`src/rtl/vx_dispatch_route_pkg.sv`:
```
// Shared GPU types used by the dispatch router: instruction payload layout,
// execution-type field width and performance counter width.
`ifndef NUM_EX_UNITS
`define NUM_EX_UNITS 4
`endif

package VX_gpu_pkg;

  localparam int EX_BITS       = 3;
  localparam int UUID_BITS     = 12;
  localparam int PERF_CTR_BITS = 16;

  typedef struct packed {
    logic [EX_BITS-1:0]   ex_type;
    logic [UUID_BITS-1:0] uuid;
    logic [31:0]          pc;
  } instr_data_t;

endpackage

```
`src/rtl/vx_dispatch_route_fifo.sv`:
```
// Per-unit instruction buffer: DEPTH entries, circular pointers that wrap
// naturally at DEPTH (power of two), registered full/empty and head.
module VX_dispatch_fifo #(
  parameter int DATAW = 32,
  parameter int DEPTH = 2
) (
  input  logic             clk,
  input  logic             reset_n,
  input  logic             push,
  input  logic             pop,
  input  logic [DATAW-1:0] push_data,
  output logic             full,
  output logic             empty,
  output logic [DATAW-1:0] head
);

  localparam int PTR_W = $clog2(DEPTH);
  localparam int CNT_W = $clog2(DEPTH + 1);

  logic [DATAW-1:0] mem_q [DEPTH];
  logic [PTR_W-1:0] rd_ptr_q, rd_ptr_d;
  logic [PTR_W-1:0] wr_ptr_q, wr_ptr_d;
  logic [CNT_W-1:0] count_q, count_d;
  logic             do_push, do_pop;

  assign full  = (count_q == CNT_W'(DEPTH));
  assign empty = (count_q == '0);
  assign head  = mem_q[rd_ptr_q];

  // Next pointers and occupancy; push+pop together leaves count unchanged.
  always_comb begin
    do_push  = push && !full;
    do_pop   = pop && !empty;
    rd_ptr_d = rd_ptr_q;
    wr_ptr_d = wr_ptr_q;
    count_d  = count_q;
    if (do_push) wr_ptr_d = wr_ptr_q + 1'b1;
    if (do_pop)  rd_ptr_d = rd_ptr_q + 1'b1;
    case ({do_push, do_pop})
      2'b10:   count_d = count_q + 1'b1;
      2'b01:   count_d = count_q - 1'b1;
      default: count_d = count_q;
    endcase
  end

  // Control state; cleared asynchronously so buffered entries are discarded.
  always_ff @(posedge clk or negedge reset_n) begin
    if (!reset_n) begin
      rd_ptr_q <= '0;
      wr_ptr_q <= '0;
      count_q  <= '0;
    end else begin
      rd_ptr_q <= rd_ptr_d;
      wr_ptr_q <= wr_ptr_d;
      count_q  <= count_d;
    end
  end

  // Payload storage, not reset.
  always_ff @(posedge clk) begin
    if (do_push) mem_q[wr_ptr_q] <= push_data;
  end

endmodule

```
`src/rtl/vx_dispatch_route.sv`:
```
// Dispatch router: steers each operand-collector instruction into the buffer
// of its execution unit (by ex_type), counts input stall cycles and flags
// instructions whose ex_type addresses no unit (those are dropped).
`ifndef NUM_EX_UNITS
`define NUM_EX_UNITS 4
`endif

module vx_dispatch_route
  import VX_gpu_pkg::*;
#(
  parameter int NUM_EX_UNITS = `NUM_EX_UNITS,
  parameter int DEPTH        = 2
) (
  input  logic                                      clk,
  input  logic                                      reset_n,
  input  logic                                      in_valid,
  input  logic [$bits(instr_data_t)-1:0]            in_data,
  output logic                                      in_ready,
  output logic [NUM_EX_UNITS-1:0]                   out_valid,
  output logic [NUM_EX_UNITS*$bits(instr_data_t)-1:0] out_data,
  input  logic [NUM_EX_UNITS-1:0]                   out_ready,
  output logic [PERF_CTR_BITS-1:0]                  perf_stalls,
  output logic                                      route_err
);

  localparam int DATAW = $bits(instr_data_t);

  instr_data_t               in_instr;
  logic                      route_ok;
  logic                      addr_full;
  logic                      fire;
  logic [NUM_EX_UNITS-1:0]   push;
  logic [NUM_EX_UNITS-1:0]   pop;
  logic [NUM_EX_UNITS-1:0]   unit_full;
  logic [NUM_EX_UNITS-1:0]   unit_empty;
  logic [PERF_CTR_BITS-1:0]  perf_stalls_q, perf_stalls_d;
  logic                      route_err_q, route_err_d;

  // Routing decode: only the addressed buffer's registered full gates input.
  always_comb begin
    in_instr  = in_data;
    route_ok  = 1'b0;
    addr_full = 1'b0;
    push      = '0;
    for (int unsigned i = 0; i < NUM_EX_UNITS; i++) begin
      if (in_instr.ex_type == EX_BITS'(i)) begin
        route_ok  = 1'b1;
        addr_full = unit_full[i];
      end
    end
    in_ready = !(route_ok && addr_full);
    fire     = in_valid && in_ready;
    for (int unsigned i = 0; i < NUM_EX_UNITS; i++) begin
      push[i] = fire && (in_instr.ex_type == EX_BITS'(i));
    end
  end

  // Stall counter and sticky misroute flag next values.
  always_comb begin
    perf_stalls_d = perf_stalls_q + PERF_CTR_BITS'(in_valid && !in_ready);
    route_err_d   = route_err_q || (fire && !route_ok);
  end

  // Perf/error state with asynchronous clear.
  always_ff @(posedge clk or negedge reset_n) begin
    if (!reset_n) begin
      perf_stalls_q <= '0;
      route_err_q   <= 1'b0;
    end else begin
      perf_stalls_q <= perf_stalls_d;
      route_err_q   <= route_err_d;
    end
  end

  assign perf_stalls = perf_stalls_q;
  assign route_err   = route_err_q;

  for (genvar g = 0; g < NUM_EX_UNITS; g++) begin : g_unit
    assign out_valid[g] = !unit_empty[g];
    assign pop[g]       = out_valid[g] && out_ready[g];

    VX_dispatch_fifo #(
      .DATAW (DATAW),
      .DEPTH (DEPTH)
    ) u_fifo (
      .clk       (clk),
      .reset_n   (reset_n),
      .push      (push[g]),
      .pop       (pop[g]),
      .push_data (in_data),
      .full      (unit_full[g]),
      .empty     (unit_empty[g]),
      .head      (out_data[g*DATAW +: DATAW])
    );
  end

endmodule

```
`config.mk`:
```
export PLATFORM = sky130hd
export DESIGN_NAME = vx_dispatch_route
export DESIGN_NICKNAME = d
export VERILOG_FILES = /design/src/rtl/vx_dispatch_route_pkg.sv /design/src/rtl/vx_dispatch_route_fifo.sv /design/src/rtl/vx_dispatch_route.sv
export SDC_FILE = /design/constraint.sdc
export NUM_CORES = 1
export LEC_CHECK = 0
export CAP_MARGIN = 10
export CORE_ASPECT_RATIO = 1.2
export CORE_MARGIN = 8
export CORE_UTILIZATION = 50
export CTS_CLUSTER_SIZE = 16
export DETAILED_ROUTE_END_ITERATION = 12
export PLACE_DENSITY = 0.87
export SLEW_MARGIN = 25
export SYNTH_ARGS = -nofsm -noshare
export SYNTH_HDL_FRONTEND = slang
export SYNTH_SLANG_ARGS = --single-unit
```
`constraint.sdc`:
```
create_clock -name clk -period 5.5 [get_ports clk]
set_input_delay 1.1 -clock clk [delete_from_list [all_inputs] [get_ports clk]]
set_output_delay 1.1 -clock clk [all_outputs]
set_load 0.05 [all_outputs]
```
==> results of run 1 <==
-- worst paths after layout --
path                       slack [ps]                                       to                                     from  cells past startpoint
max in group asynchronous        4160    g_unit[0].u_fifo.rd_ptr_q$_DFFE_PN0P_                                  reset_n                      2
hold / removal                    470                perf_stalls[15]$_DFF_PN0_                perf_stalls[15]$_DFF_PN0_                      1
min in group asynchronous         990  g_unit[2].u_fifo.count_q[0]$_DFFE_PN0P_                                  reset_n                      2
setup reg to reg                 3020  g_unit[3].u_fifo.mem_q[1][11]$_DFFE_PP_  g_unit[3].u_fifo.count_q[1]$_DFFE_PN0P_                      4
setup / recovery                 1000                                 in_ready                              in_data[44]                      6
hold reg to reg                   470                perf_stalls[15]$_DFF_PN0_                perf_stalls[15]$_DFF_PN0_                      1
-- state kept, by name, summed over array words and instances (netlist names) --
| register | flops |
|---|---|
| route_err | 1 |
| g_unit.u_fifo.count_q | 8 |
| perf_stalls | 16 |
| g_unit.u_fifo.mem_q | 376 |
| g_unit.u_fifo.wr_ptr_q | 4 |
| g_unit.u_fifo.rd_ptr_q | 4 |
-- cells by family after synthesis --
family                   synth area share
AO/OA/AOI/OAI                    0.000829
buffers and inverters             0.00762
flip-flops                          0.802
adder cells (fa/ha/maj)           0.00497
XOR/XNOR                           0.0197
AND/OR/NAND/NOR                    0.0242
multiplexers                        0.140
-- routing by layer --
metal | vias up | track usage | share of wire
li1 | 3391 | - | -
met1 | 3956 | 0.209 | 0.37
met2 | 294 | 0.332 | 0.52
met3 | 58 | 0.0523 | 0.081
met4 | 2 | 0.0570 | 0.024
met5 | - | 0 | 0.00038
-- metrics by stage --
step | cell area (sq um) | cells
final | 19600 | 1441
after global routing | 19600 | 1441
after CTS | 19600 | 1441
after detailed placement | 18300 | 1369
after global placement | 18300 | 1369
after floorplan | 15100 | 721
-- area by class of cell --
type / instances / area share
Timing Repair Buffer: 279 / 0.141
Clock inverter: 21 / 0.0123
Sequential cell: 409 / 0.618
Clock buffer: 51 / 0.0547
Tap cell: 390 / 0.0249
Multi-Input combinational cell: 288 / 0.149
Inverter: 3 / 0.000574
-- power by group --
group	internal (W)	leakage, nW	total, W	switching, W
Clock	0.00162	0.622	0.00272	0.00110
Sequential	0.00359	3.80	0.00397	0.000376
Combinational	0.00134	2.19	0.00351	0.00217
Total	0.00655	6.62	0.0102	0.00364
-- cell usage in the layout, fill, tap and decap left out, types with 4 or more instances in the layout --
cell type,netlist,final
and2_1,4,4
buf_4,0,15
bufinv_16,0,5
clkbuf_1,1,9
clkbuf_16,0,41
clkdlybuf4s50_1,0,263
clkinv_1,0,7
clkinvlp_4,0,5
dfrtp_1,33,29
dfrtp_4,0,4
edfxtp_1,376,376
ha_1,6,6
mux2_2,188,188
nand2_1,10,10
nand3_1,5,5
nor2_1,16,10
nor2_4,0,6
or2_2,4,4
xnor2_1,20,20
xor2_1,14,14
==> flow_summary_export.csv, run 1 <==
group,metric,value,unit
pwr,total_power,0.0102,W
cts,clkSlewWorstSetupHoldPaths,60,ps
sta,hold-worst-slack,471,ps
yosys,async_reset_ff_frac,0.0807,
yosys,synthesis.yosys.warnings,0,
global_routing,antenna_found_initial,1,
drt,drt_first_pass_iters,4,
yosys,synthFlopType,"edfxtp_1",
drt,totalWireLength,34200,um
final_layout,final_net_count,1081,
final_layout,area_growth_syn_to_layout,30.0,%
global_routing,final_global_route_overflow_total,0,
final_layout,multi_input_comb_area,2920,sq um
floorplanning,die_area,36000,sq um
cts,clkSinkCount,409,
placed_design,detailed_place_hpwl,21600,um
yosys,synth_seq_cells,409,
critical_path,required,4400,ps
cts,cts_tree,"built",
critical_path,critPathMostFrequentCell,"clkdlybuf4s50_1",
critical_path,cpLargestDelayFamily,"buffers and inverters",
yosys,post_synthesis_mean_instance_area,20.9,sq um
drt,route.vias.total,7701,
critical_path,timing.critical_path.fanout_max,12,
floorplanning,rows,69,
critical_path,critPathMaxStageDelay,760,ps
critical_path,timing.critical_path.buf_inv,2,
cts,post_cts_resized,0,
yosys,number_of_synthesized_flops_with_an_enable_pin,376,
floorplanning,initial_util,0.508,
critical_path,arrival_time_at_the_worst_endpoint,3400,ps
critical_path,crit_path_end_kind,"output pin",
sta,maxClockFrequency,222,MHz
critical_path,cells_traversed_along_the_worst_timing_path,"clkdlybuf4s50_1 > nor2_1 > nand2_1 > o21ai_1 > or4_1 > clkdlybuf4s50_1",
floorplanning,dieHeight,206,um
floorplanning,boundaryPins,264,
global_routing,grt_pass1_vias,8327,
global_routing,pin_count_of_the_biggest_net_entering_global_routing,48,
drt,drt-vias-per-instance,5.34,
critical_path,critical_path.startpoint_type,"input port",
drt,post-route-drc-count,0,
yosys,mapped_cells,721,
floorplanning,total_core_area,29700,sq um
drt,first_iter_violations,501,
sta,clock_skew,16.5,ps
sta,grt_setup_unrepaired,"false",
placed_design,pre_cts_ws,1020,ps
job,max-cap-violations,0,
final_layout,utilization_after_layout,0.661,
yosys,yosysTopAreaCellShare,0.748,
placed_design,i_o_buffers,263,
yosys,yosysMostFrequentCell,"edfxtp_1",
yosys,synth.lib_cells_used.distinct,32,
sta,report.final.setup_viol,0,
sta,final_min_period_over_clock_period,0.817,
sta,finalWorstPathRequiredPeriod,4500,ps
yosys,seq_area_frac_synth,0.802,
critical_path,setup.worst_path.class,"in2out",
hold_path,hold_class,"reg2reg",
status,run_status,"completed",
floorplanning,die_x,175,um
drt,wl_per_cell,23.7,um
critical_path,highest_delay_cell_along_the_critical_path,"clkdlybuf4s50_1",
pwr,max-vdd-ir-drop,0.363,mV
cts,clk-insertion-delay-late,510,ps
final_layout,fillers,1893,
drt,route.antenna.remaining_nets,0,
sta,setup-tns-final,0,ps
yosys,synth_commonest_cells,"edfxtp_1 (376), mux2_2 (188), dfrtp_1 (33)",
sta,finalHoldViolations,0,
sta,layout_setup_ws,1000,ps
final_layout,antenna_cells,0,
cts,cts_buffer_depth,3,
final_layout,post_route_cells_drive_above_1_share,0.269,
sta,least_margin_pin_slew,866,ps
yosys,yosys.area.top_type,"edfxtp_1",
cts,root_buffer,"clkbuf_16",
global_routing,first_pass_grt_wire_length,50200,um
yosys,synth.net_count,781,
cts,cts_hold_buf,0,
pwr,total_leakage_power,6.62,nW
sta,slew_headroom,0.422,
yosys,synth_area_leaders,"edfxtp_1 (75%), mux2_2 (14%), dfrtp_1 (5.5%)",
cts,cts_htree_levels,2,
sta,timing.final.max_slew_violations,0,
global_routing,track_usage,0.184,
final_layout,seqCellArea,12100,sq um
cts,post_cts.repair.setup_buffers,0,
placed_design,finalWeightedCongestion,0.751,
yosys,synthesis.area,15100,sq um
pwr,power_density_over_the_cells,519,nW/um^2
cts,cts-buffers-inserted,40,
Note: power is estimated with default switching activity, not from simulation.
==> inputs of run 2 (changes only) <==
--- a/config.mk
+++ b/config.mk
@@ -8,10 +8,10 @@
 export CAP_MARGIN = 10
 export CORE_ASPECT_RATIO = 1.2
 export CORE_MARGIN = 8
-export CORE_UTILIZATION = 50
+export CORE_UTILIZATION = 47
 export CTS_CLUSTER_SIZE = 16
 export DETAILED_ROUTE_END_ITERATION = 12
-export PLACE_DENSITY = 0.87
+export PLACE_DENSITY = 0.86
 export SLEW_MARGIN = 25
 export SYNTH_ARGS = -nofsm -noshare
 export SYNTH_HDL_FRONTEND = slang
==> constraint.sdc (replaced) <==
create_clock -name clk -period 3.8 [get_ports clk]
set_input_delay 0.76 -clock clk [delete_from_list [all_inputs] [get_ports clk]]
set_output_delay 0.76 -clock clk [all_outputs]
set_load 0.05 [all_outputs]
==> run 2 against run 1 <==
  * Register-to-register slack lost 1800 ps
  * Power grew 43%
  * Sequential share of layout area is essentially flat
  * Utilization shrank 4.8 points
  * Via count shrank 0.92%
  * Clock skew shrank 5.3 ps
  * Largest cell class unchanged
  * Design area shrank 0.15%
  * Non-clock buffer count grew 6
==> flow_summary_export.csv, run 2 (synthesis results as in run 1) <==
group,metric,value,unit
cts,cts_hold_buf,0,
sta,slew_headroom,0.596,
final_layout,antenna_cells,0,
critical_path,required,3040,ps
job,max-cap-violations,0,
pwr,total_leakage_power,6.62,nW
placed_design,place.detailed.instances,1392,
global_routing,final_global_route_overflow_total,0,
sta,setup-tns-final,0,ps
floorplanning,die_x,180,um
drt,drt_first_pass_iters,5,
sta,layout_setup_ws,531,ps
floorplanning,initial_util,0.472,
cts,clk-insertion-delay-late,520,ps
final_layout,area_growth_syn_to_layout,29.8,%
pwr,power_density_over_the_cells,742,nW/um^2
cts,cts_buffer_depth,3,
critical_path,arrival_time_at_the_worst_endpoint,2510,ps
floorplanning,boundaryPins,264,
sta,timing.final.max_slew_violations,0,
critical_path,critical_path.startpoint_type,"input port",
global_routing,antenna_found_initial,0,
drt,totalWireLength,33700,um
final_layout,finalInstanceArea,19600,sq um
sta,finalWorstPathRequiredPeriod,3270,ps
critical_path,setup.worst_path.class,"in2out",
critical_path,crit_path_end_kind,"output pin",
global_routing,grt_pass1_vias,8366,
cts,post_cts.repair.setup_buffers,0,
placed_design,postPlaceCellArea,18400,sq um
final_layout,utilization_after_layout,0.613,
sta,clock_skew,11.2,ps
final_layout,finalNonFillerCells,1462,
final_layout,top_register,"g_unit.u_fifo.mem_q",
sta,maxClockFrequency,306,MHz
placed_design,finalWeightedCongestion,0.737,
cts,clkSinkCount,409,
drt,route.vias.total,7630,
cts,cts-buffers-inserted,40,
hold_path,hold_class,"reg2reg",
critical_path,reg_to_reg_slack_setup,1240,ps
final_layout,mostFrequentLayoutCell,"edfxtp_1",
final_layout,post_route_cells_drive_above_1_share,0.268,
cts,clkSlewWorstSetupHoldPaths,60,ps
placed_design,pre_cts_ws,360,ps
cts,post_cts_resized,0,
sta,grt_setup_unrepaired,"false",
drt,drt-vias-per-instance,5.22,
drt,post-route-drc-count,0,
global_routing,track_usage,0.174,
final_layout,layout.cells.most_common_list,"edfxtp_1 (376), clkdlybuf4s50_1 (262), mux2_2 (188)",
sta,finalHoldViolations,0,
status,run_status,"completed",
placed_design,detailed_place_hpwl,21800,um
sta,report.final.setup_viol,0,
drt,wl_per_cell,23.1,um
global_routing,pin_count_of_the_biggest_net_entering_global_routing,49,
floorplanning,die_area,38100,sq um
floorplanning,rows,72,
floorplanning,dieHeight,212,um
cts,root_buffer,"clkbuf_16",
global_routing,first_pass_grt_wire_length,50800,um
cts,cts_tree,"built",
floorplanning,total_core_area,32000,sq um
final_layout,largest_register_ffs,376,
critical_path,timing.critical_path.fanout_max,12,
sta,final_min_period_over_clock_period,0.860,
placed_design,i_o_buffers,263,
sta,least_margin_pin_slew,605,ps
cts,cts_htree_levels,2,
pwr,max-vdd-ir-drop,0.730,mV
final_layout,final_net_count,1087,
drt,first_iter_violations,345,
drt,route.antenna.remaining_nets,0,
[run 2: power by group]
part	internal, W	total (W)	leakage (nW)	switching [W]
sequential	0.00519	0.00535	3.80	0.000160
combinational	0.00198	0.00550	2.23	0.00352
clock	0.00213	0.00368	0.589	0.00155
total	0.00930	0.0145	6.62	0.00523
[run 2: metrics by stage]
step           hold WS [ps]  total power [W]
4_1_cts                 470           0.0147
3_5_place_dp            452           0.0110
2_1_floorplan           447          0.00918
3_3_place_gp            445           0.0109
6_report                466           0.0145
5_1_grt                 487           0.0150
[run 2: cell type report]
type                            count  area [sq um]
Tap cell                          407           509
Clock inverter                     16           123
Fill cell                        2161         12400
Timing Repair Buffer              285          2830
Multi-Input combinational cell    288          2920
Sequential cell                   409         12100
Inverter                            3          11.3
Clock buffer                       54          1080
[run 2: path summary, 6_finish.rpt]
check | from | to | depth (start not counted)
setup / recovery | in_data[44] | in_ready | 6
hold / removal | route_err$_DFF_PN0_ | route_err$_DFF_PN0_ | 1
setup reg to reg | g_unit[0].u_fifo.count_q[0]$_DFFE_PN0P_ | perf_stalls[10]$_DFF_PN0_ | 10
hold reg to reg | route_err$_DFF_PN0_ | route_err$_DFF_PN0_ | 1
max in group asynchronous | reset_n | g_unit[1].u_fifo.rd_ptr_q$_DFFE_PN0P_ | 2
min in group asynchronous | reset_n | g_unit[1].u_fifo.wr_ptr_q$_DFFE_PN0N_ | 2
[run 2: metal layers]
layer,GRT usage,wire length [um],up-vias
met5,0,0,-
met4,0.0581,883,0
met3,0.0489,2270,60
met2,0.307,17500,261
met1,0.202,13100,3909
li1,-,-,3400
[run 2: critical path, cell delays in order]
cell and delay [ps]:
clkdlybuf4s50_1 720, nor2_1 110, nand2_1 90, o21ai_1 80, or4_1 530, buf_4 210
==> inputs of run 3 (changes only) <==
--- a/config.mk
+++ b/config.mk
@@ -5,14 +5,14 @@
 export SDC_FILE = /design/constraint.sdc
 export NUM_CORES = 1
 export LEC_CHECK = 0
-export CAP_MARGIN = 10
 export CORE_ASPECT_RATIO = 1.2
 export CORE_MARGIN = 8
-export CORE_UTILIZATION = 47
+export CORE_UTILIZATION = 48
 export CTS_CLUSTER_SIZE = 16
 export DETAILED_ROUTE_END_ITERATION = 12
-export PLACE_DENSITY = 0.86
+export PLACE_DENSITY = 0.87
 export SLEW_MARGIN = 25
 export SYNTH_ARGS = -nofsm -noshare
 export SYNTH_HDL_FRONTEND = slang
+export SYNTH_HIERARCHICAL = 1
 export SYNTH_SLANG_ARGS = --single-unit
==> run 3 against run 2 <==
  * Setup slack lost 250 ps
  * Cell count increased by 0.96%
  * Sequential cell count stayed put
==> flow_summary_export.csv, run 3 <==
group,metric,value,unit
sta,grt_setup_unrepaired,"false",
global_routing,antenna_found_initial,1,
sta,finalHoldViolations,0,
critical_path,cpLargestDelayFamily,"flip-flops",
drt,met2WireLength,19100,um
cts,cts_htree_levels,2,
cts,post_cts.repair.setup_buffers,0,
drt,met3RoutedLength,2250,um
pwr,power_density_over_the_cells,747,nW/um^2
global_routing,first_pass_grt_wire_length,52500,um
final_layout,antenna_cells,0,
yosys,synth_commonest_cells,"edfxtp_1 (376), mux2_2 (108), mux2_4 (80)",
final_layout,final_net_count,1099,
cts,cts-buffers-inserted,39,
critical_path,worstReg2RegStart,"g_unit[2].u_fifo/count_q[0]$_DFFE_PN0P_",
yosys,async_reset_ff_frac,0.0807,
yosys,seq_area_frac_synth,0.780,
critical_path,reg_to_reg_slack_setup,1310,ps
cts,post_cts_resized,0,
final_layout,mostFrequentLayoutCell,"edfxtp_1",
final_layout,finalInstanceArea,20100,sq um
placed_design,i_o_buffers,263,
critical_path,critPathMaxStageDelay,1040,ps
final_layout,area_growth_syn_to_layout,29.4,%
pwr,max-vdd-ir-drop,0.382,mV
yosys,yosysMostFrequentCell,"edfxtp_1",
drt,wl_per_cell,24.1,um
floorplanning,initial_util,0.485,
floorplanning,die_x,180,um
yosys,synth.net_count,792,
final_layout,multi_input_comb_area,3240,sq um
final_layout,seqCellArea,12100,sq um
yosys,synthFlopType,"edfxtp_1",
floorplanning,total_core_area,32100,sq um
yosys,yosys.area.top_type,"edfxtp_1",
critical_path,required,3040,ps
placed_design,postPlaceCellArea,18800,sq um
cts,clkSinkCount,409,
final_layout,finalNonFillerCells,1476,
critical_path,reg2regPathDepth,9,
drt,route.vias.total,7764,
floorplanning,boundaryPins,264,
final_layout,top_register,"g_unit.u_fifo/mem_q",
pwr,total_leakage_power,7.05,nW
critical_path,cells_traversed_along_the_worst_timing_path,"mux2_2 > clkdlybuf4s50_1",
yosys,synth_seq_cells,409,
critical_path,critical_path_depth,2,
critical_path,critical_path.startpoint_type,"flip-flop",
pwr,intPower,0.00962,W
hold_path,worstHoldEndpoint,"route_err$_DFF_PN0_",
yosys,yosysTopAreaCellShare,0.727,
drt,route.antenna.remaining_nets,0,
critical_path,timing.critical_path.fanout_max,48,
critical_path,timing.critical_path.buf_inv,1,
floorplanning,dieHeight,213,um
sta,slew_headroom,0.372,
placed_design,place.detailed.instances,1405,
sta,finalWorstPathRequiredPeriod,3520,ps
pwr,relative_contribution_of_sequential_cells_to_total_power,0.373,
drt,first_iter_violations,496,
global_routing,pin_count_of_the_biggest_net_entering_global_routing,49,
cts,root_buffer,"clkbuf_16",
pwr,clock_power_share,0.255,
sta,least_margin_pin_slew,942,ps
hold_path,hold_class,"reg2reg",
drt,post-route-drc-count,0,
yosys,mapped_cells,732,
critical_path,setup.worst_path.class,"reg2out",
drt,drt_first_pass_iters,4,
drt,totalWireLength,35600,um
global_routing,grt_pass1_vias,8306,
critical_path,arrival_time_at_the_worst_endpoint,2760,ps
drt,drt-vias-per-instance,5.26,
drt,detail_route.wirelength.met1,13200,um
global_routing,track_usage,0.182,
placed_design,finalWeightedCongestion,0.779,
cts,cts_buffer_depth,3,
final_layout,layout.cells.most_common_list,"edfxtp_1 (376), clkdlybuf4s50_1 (262), mux2_2 (108)",
cts,clkSlewWorstSetupHoldPaths,60,ps
sta,timing.final.max_slew_violations,0,
critical_path,crit_path_end_kind,"output pin",
yosys,synthesis.area,15500,sq um
pwr,power_switching,0.00540,W
cts,cts_tree,"built",
cts,cts_hold_buf,0,
pwr,proportion_of_power_drawn_by_combinational_gates,0.371,
critical_path,highest_delay_cell_along_the_critical_path,"dfrtp_4",
yosys,post_synthesis_mean_instance_area,21.2,sq um
status,run_status,"completed",
sta,setup-tns-final,0,ps
yosys,number_of_synthesized_flops_with_an_enable_pin,376,
job,max-cap-violations,0,
sta,report.final.setup_viol,0,
sta,maxClockFrequency,284,MHz
floorplanning,rows,72,
yosys,synthesis.yosys.warnings,6,
final_layout,largest_register_ffs,376,
floorplanning,die_area,38400,sq um
yosys,synth.lib_cells_used.distinct,29,
hold_path,worst_hold_startpoint,"route_err$_DFF_PN0_",
placed_design,detailed_place_hpwl,23500,um
sta,final_min_period_over_clock_period,0.927,
global_routing,final_global_route_overflow_total,0,
yosys,synth_area_leaders,"edfxtp_1 (73%), mux2_2 (7.8%), mux2_4 (7.7%)",
sta,clock_skew,9.10,ps
pwr,switching_share,0.360,
final_layout,post_route_cells_drive_above_1_share,0.268,
cts,clk-insertion-delay-late,520,ps
hold_path,whs_path_depth,1,
critical_path,r2r_end,"perf_stalls[8]$_DFF_PN0_",
final_layout,fillers,2141,
drt,top_layer_used,"met5",
run 3: cell types whose count changed after synthesis, sizes merged, moves of 2 or more:
cell / before / now
nor4: 1 / 5
nand2b: 2 / 6
nor3: 1 / 5
and2: 4 / 0
and3: 2 / 4
or2: 4 / 0
nor2b: 4 / 8
nand2: 10 / 7
xnor2: 20 / 16
xor2: 14 / 18
inv: 3 / 11
run 3: stage by stage:
stage / setup slack (ps) / power (W) / utilization / hold slack [ps]
after floorplan: 24.7 / 0.00957 / - / 461
after global placement: 671 / 0.0112 / 0.587 / 447
after detailed placement: 604 / 0.0113 / 0.587 / 452
final: 277 / 0.0150 / 0.627 / 462
after global routing: 200 / 0.0155 / 0.627 / 490
after CTS: 255 / 0.0152 / 0.627 / 466
run 3: logic make-up (layout without fill, tap and decap cells):
| family | after synthesis | count (layout) | synth area share |
|---|---|---|---|
| mux | 189 | 189 | 0.157 |
| fa+ha+maj | 6 | 6 | 0.00483 |
| xor+xnor | 34 | 34 | 0.0192 |
| buf+inv | 31 | 368 | 0.0139 |
| compound gates | 1 | 1 | 0.000483 |
| simple gates | 62 | 62 | 0.0249 |
| flops | 409 | 409 | 0.780 |
run 3: power by group through the flow:
stage	logic [W]	registers, W	clock network, W
floorplan	0.00410	0.00546	0
global placement	0.00555	0.00567	0
detailed placement	0.00561	0.00571	0
CTS	0.00564	0.00562	0.00390
global route	0.00577	0.00565	0.00407
finish	0.00558	0.00561	0.00384
run 3: worst max-delay path by stage:
| stage | start | to | slack, ps |
|---|---|---|---|
| 2_1_floorplan | in_data[46] | g_unit[1].u_fifo/mem_q[0][0]$_DFFE_PP_ | 20 |
| 3_3_place_gp | in_data[45] | perf_stalls[10]$_DFF_PN0_ | 670 |
| 3_5_place_dp | in_data[46] | g_unit[2].u_fifo/mem_q[1][6]$_DFFE_PP_ | 600 |
| 4_1_cts | g_unit[2].u_fifo/rd_ptr_q$_DFFE_PN0P_ | out_data[121] | 260 |
| 5_1_grt | g_unit[2].u_fifo/rd_ptr_q$_DFFE_PN0P_ | out_data[121] | 200 |
| 6_report | g_unit[2].u_fifo/rd_ptr_q$_DFFE_PN0P_ | out_data[121] | 280 |
run 3: worst reg2reg max path, cell delays in order, from the launching register on:
cell and delay (ps):
dfrtp_1 420, nand2b_1 180, inv_1 90, mux4_2 500, and3b_1 210, ha_1 230, ha_1 230, nand3_1 250
nor3_1 110, xor2_1 150
run 3: layout make-up:
class / instances / share of cell area
inverter: 11 / 0.00205
clock inverter: 20 / 0.0101
multi-input combinational: 292 / 0.161
timing repair buffer: 286 / 0.145
sequential: 409 / 0.603
tap: 407 / 0.0253
clock buffer: 51 / 0.0529
run 3: per-layer routing:
| layer | GRT usage | vias up |
|---|---|---|
| met1 | 0.197 | 3991 |
| met2 | 0.337 | 255 |
| met4 | 0.0625 | 2 |
| met3 | 0.0514 | 65 |
| met5 | 0 | - |
| li1 | - | 3451 |
==> edit: new RTL, config.mk and constraints of run 2 <==
`DEPTH` is set to 2 in 2 places; all go to 4.
--- a/src/rtl/vx_dispatch_route_fifo.sv
+++ b/src/rtl/vx_dispatch_route_fifo.sv
@@ -2,7 +2,7 @@
 // naturally at DEPTH (power of two), registered full/empty and head.
 module VX_dispatch_fifo #(
   parameter int DATAW = 32,
-  parameter int DEPTH = 2
+  parameter int DEPTH = 4
 ) (
   input  logic             clk,
   input  logic             reset_n,
--- a/src/rtl/vx_dispatch_route.sv
+++ b/src/rtl/vx_dispatch_route.sv
@@ -9,7 +9,7 @@
   import VX_gpu_pkg::*;
 #(
   parameter int NUM_EX_UNITS = `NUM_EX_UNITS,
-  parameter int DEPTH        = 2
+  parameter int DEPTH        = 4
 ) (
   input  logic                                      clk,
   input  logic                                      reset_n,
Function: changed (a bounded check fails within 4 cycles, from zero or initial values and one cycle with reset_n low).
==> edit against run 2 <==
- setup slack lost 0.41 ns
- clock power grew 94%
- largest cell class unchanged
- maximum frequency shrank 11%
- synthesized area grew 96%
- sequential cell count grew 388
- critical path type is now flop to primary output
- critical path depth shrank 3
- power grew 97%
- cell area grew 84%
- first-iteration DRC count grew to 3.1 times the old value
- synthesized cell count grew 67%
- routed wire length grew 110%
==> edit: results (changes against run 2) <==
- Placed Instances: 2287 (+64%)
- Nets: 1627 (+50%)
- Crit path DAT: 2.92 ns (+0.41 ns)
- Worst Hold Class: input pin to async pin
- Comb power frac: 38.0% (+0.2 points)
- Final WS setup: 0.120 ns (-0.410 ns)
- DP HPWL: 42100 um (+93%)
- PwrDens: 795 nW/um^2 (+7.2%)
- First-pass GRT wire length: 101000 um (+98%)
- Max reg flops: 752 (+100%)
- GR Util met3: 4.77% (-0.12 points)
- Register area share after synthesis: 80.1% (-0.13 points)
- Final Non-Filler Cells: 2419 (+65%)
- DRT Wirelength: 69200 um (+110%)
- Critical path origin: g_unit[2].u_fifo.rd_ptr_q[0]$_DFFE_PN0P_
- Distinct cells, synth: 37 (+16%)
- Status: completed
- Synth Area in XOR/XNOR: 1.12% (-0.85 points)
- Synth Area in Compound Gates: 0.199% (+0.12 points)
- Worst slack at placement: 0.458 ns (+0.0986 ns)
- Syn nets: 1281 (+64%)
- Top cells by area, synth: edfxtp_1 (76%), mux4_2 (14%), dfrtp_1 (3.8%), ha_1 (0.93%), xor2_1 (0.59%)
- TritonCTS buffer count: 74 (+85%)
- DRT met1 WL: 26100 um (+99%)
- EDFF count, synth: 752 (+100%)
- Hold Slack: 0.170 ns (-0.296 ns)
- RR Startpoint: g_unit[3].u_fifo.count_q[1]$_DFFE_PN0P_
- WL met3: 5020 um (+120%)
- First DRT Iteration DRCs: 1072 (+210%)
- Clk_lat worst skew: 0.60 ns (+0.08 ns)
- Crit path to: out_data[130]
- CTS H-tree depth: 3 (+1)
- Routability cong.: 0.736 (about the same)
- Worst R2R Path Depth: 9 (-1)
- Maximum vdd ir drop: 0.820 mV (+12%)
- R2r endpoint: perf_stalls[12]$_DFF_PN0_
- Cell area after placement: 33700 sq um (+83%)
- Clk pwr: 0.00714 W (+94%)
- Synth Area in Adders: 1.20% (+0.70 points)
- GR Layer Usage met2: 33.9% (+3.2 points)
- Async S/R FF share, synth: 5.65% (-2.4 points)
- Layout cell share with drive strength beyond 1: 24.1% (-2.7 points)
-- edit: changes by cell type in the layout (fill, tap and decap cells not counted), moves of 23 or more --
| cell | delta |
|---|---|
| clkbuf_16 | +36 |
| edfxtp_1 | +376 |
| mux2_2 | -188 |
| mux4_2 | +188 |
| inv_1 | +23 |
-- edit: worst register-to-register path, stage by stage, from the launching register on --
cell	delay (ns)
dfrtp_1	0.44
nor3b_2	0.38
o22ai_1	0.16
nor4_1	0.31
buf_4	0.18
ha_1	0.16
ha_1	0.24
inv_1	0.08
nor4_1	0.34
xor2_1	0.20
-- edit: layout make-up --
class,count,area (sq um)
clock buffers,88,1980
clock inverters,44,352
fillers,4282,26200
inverters,26,97.6
multi-input cells,334,5580
flip-flops and latches,797,23700
well taps,816,1020
repair buffers,314,3260
-- edit: what timing repair did --
| item | in CTS | in global routing |
|---|---|---|
| setup endpoints to repair | 0 | 11 |
| endpoints found under the hold margin | 0 | 0 |
| hold buffers | 0 | 0 |
| resized for setup | 0 | 11 |
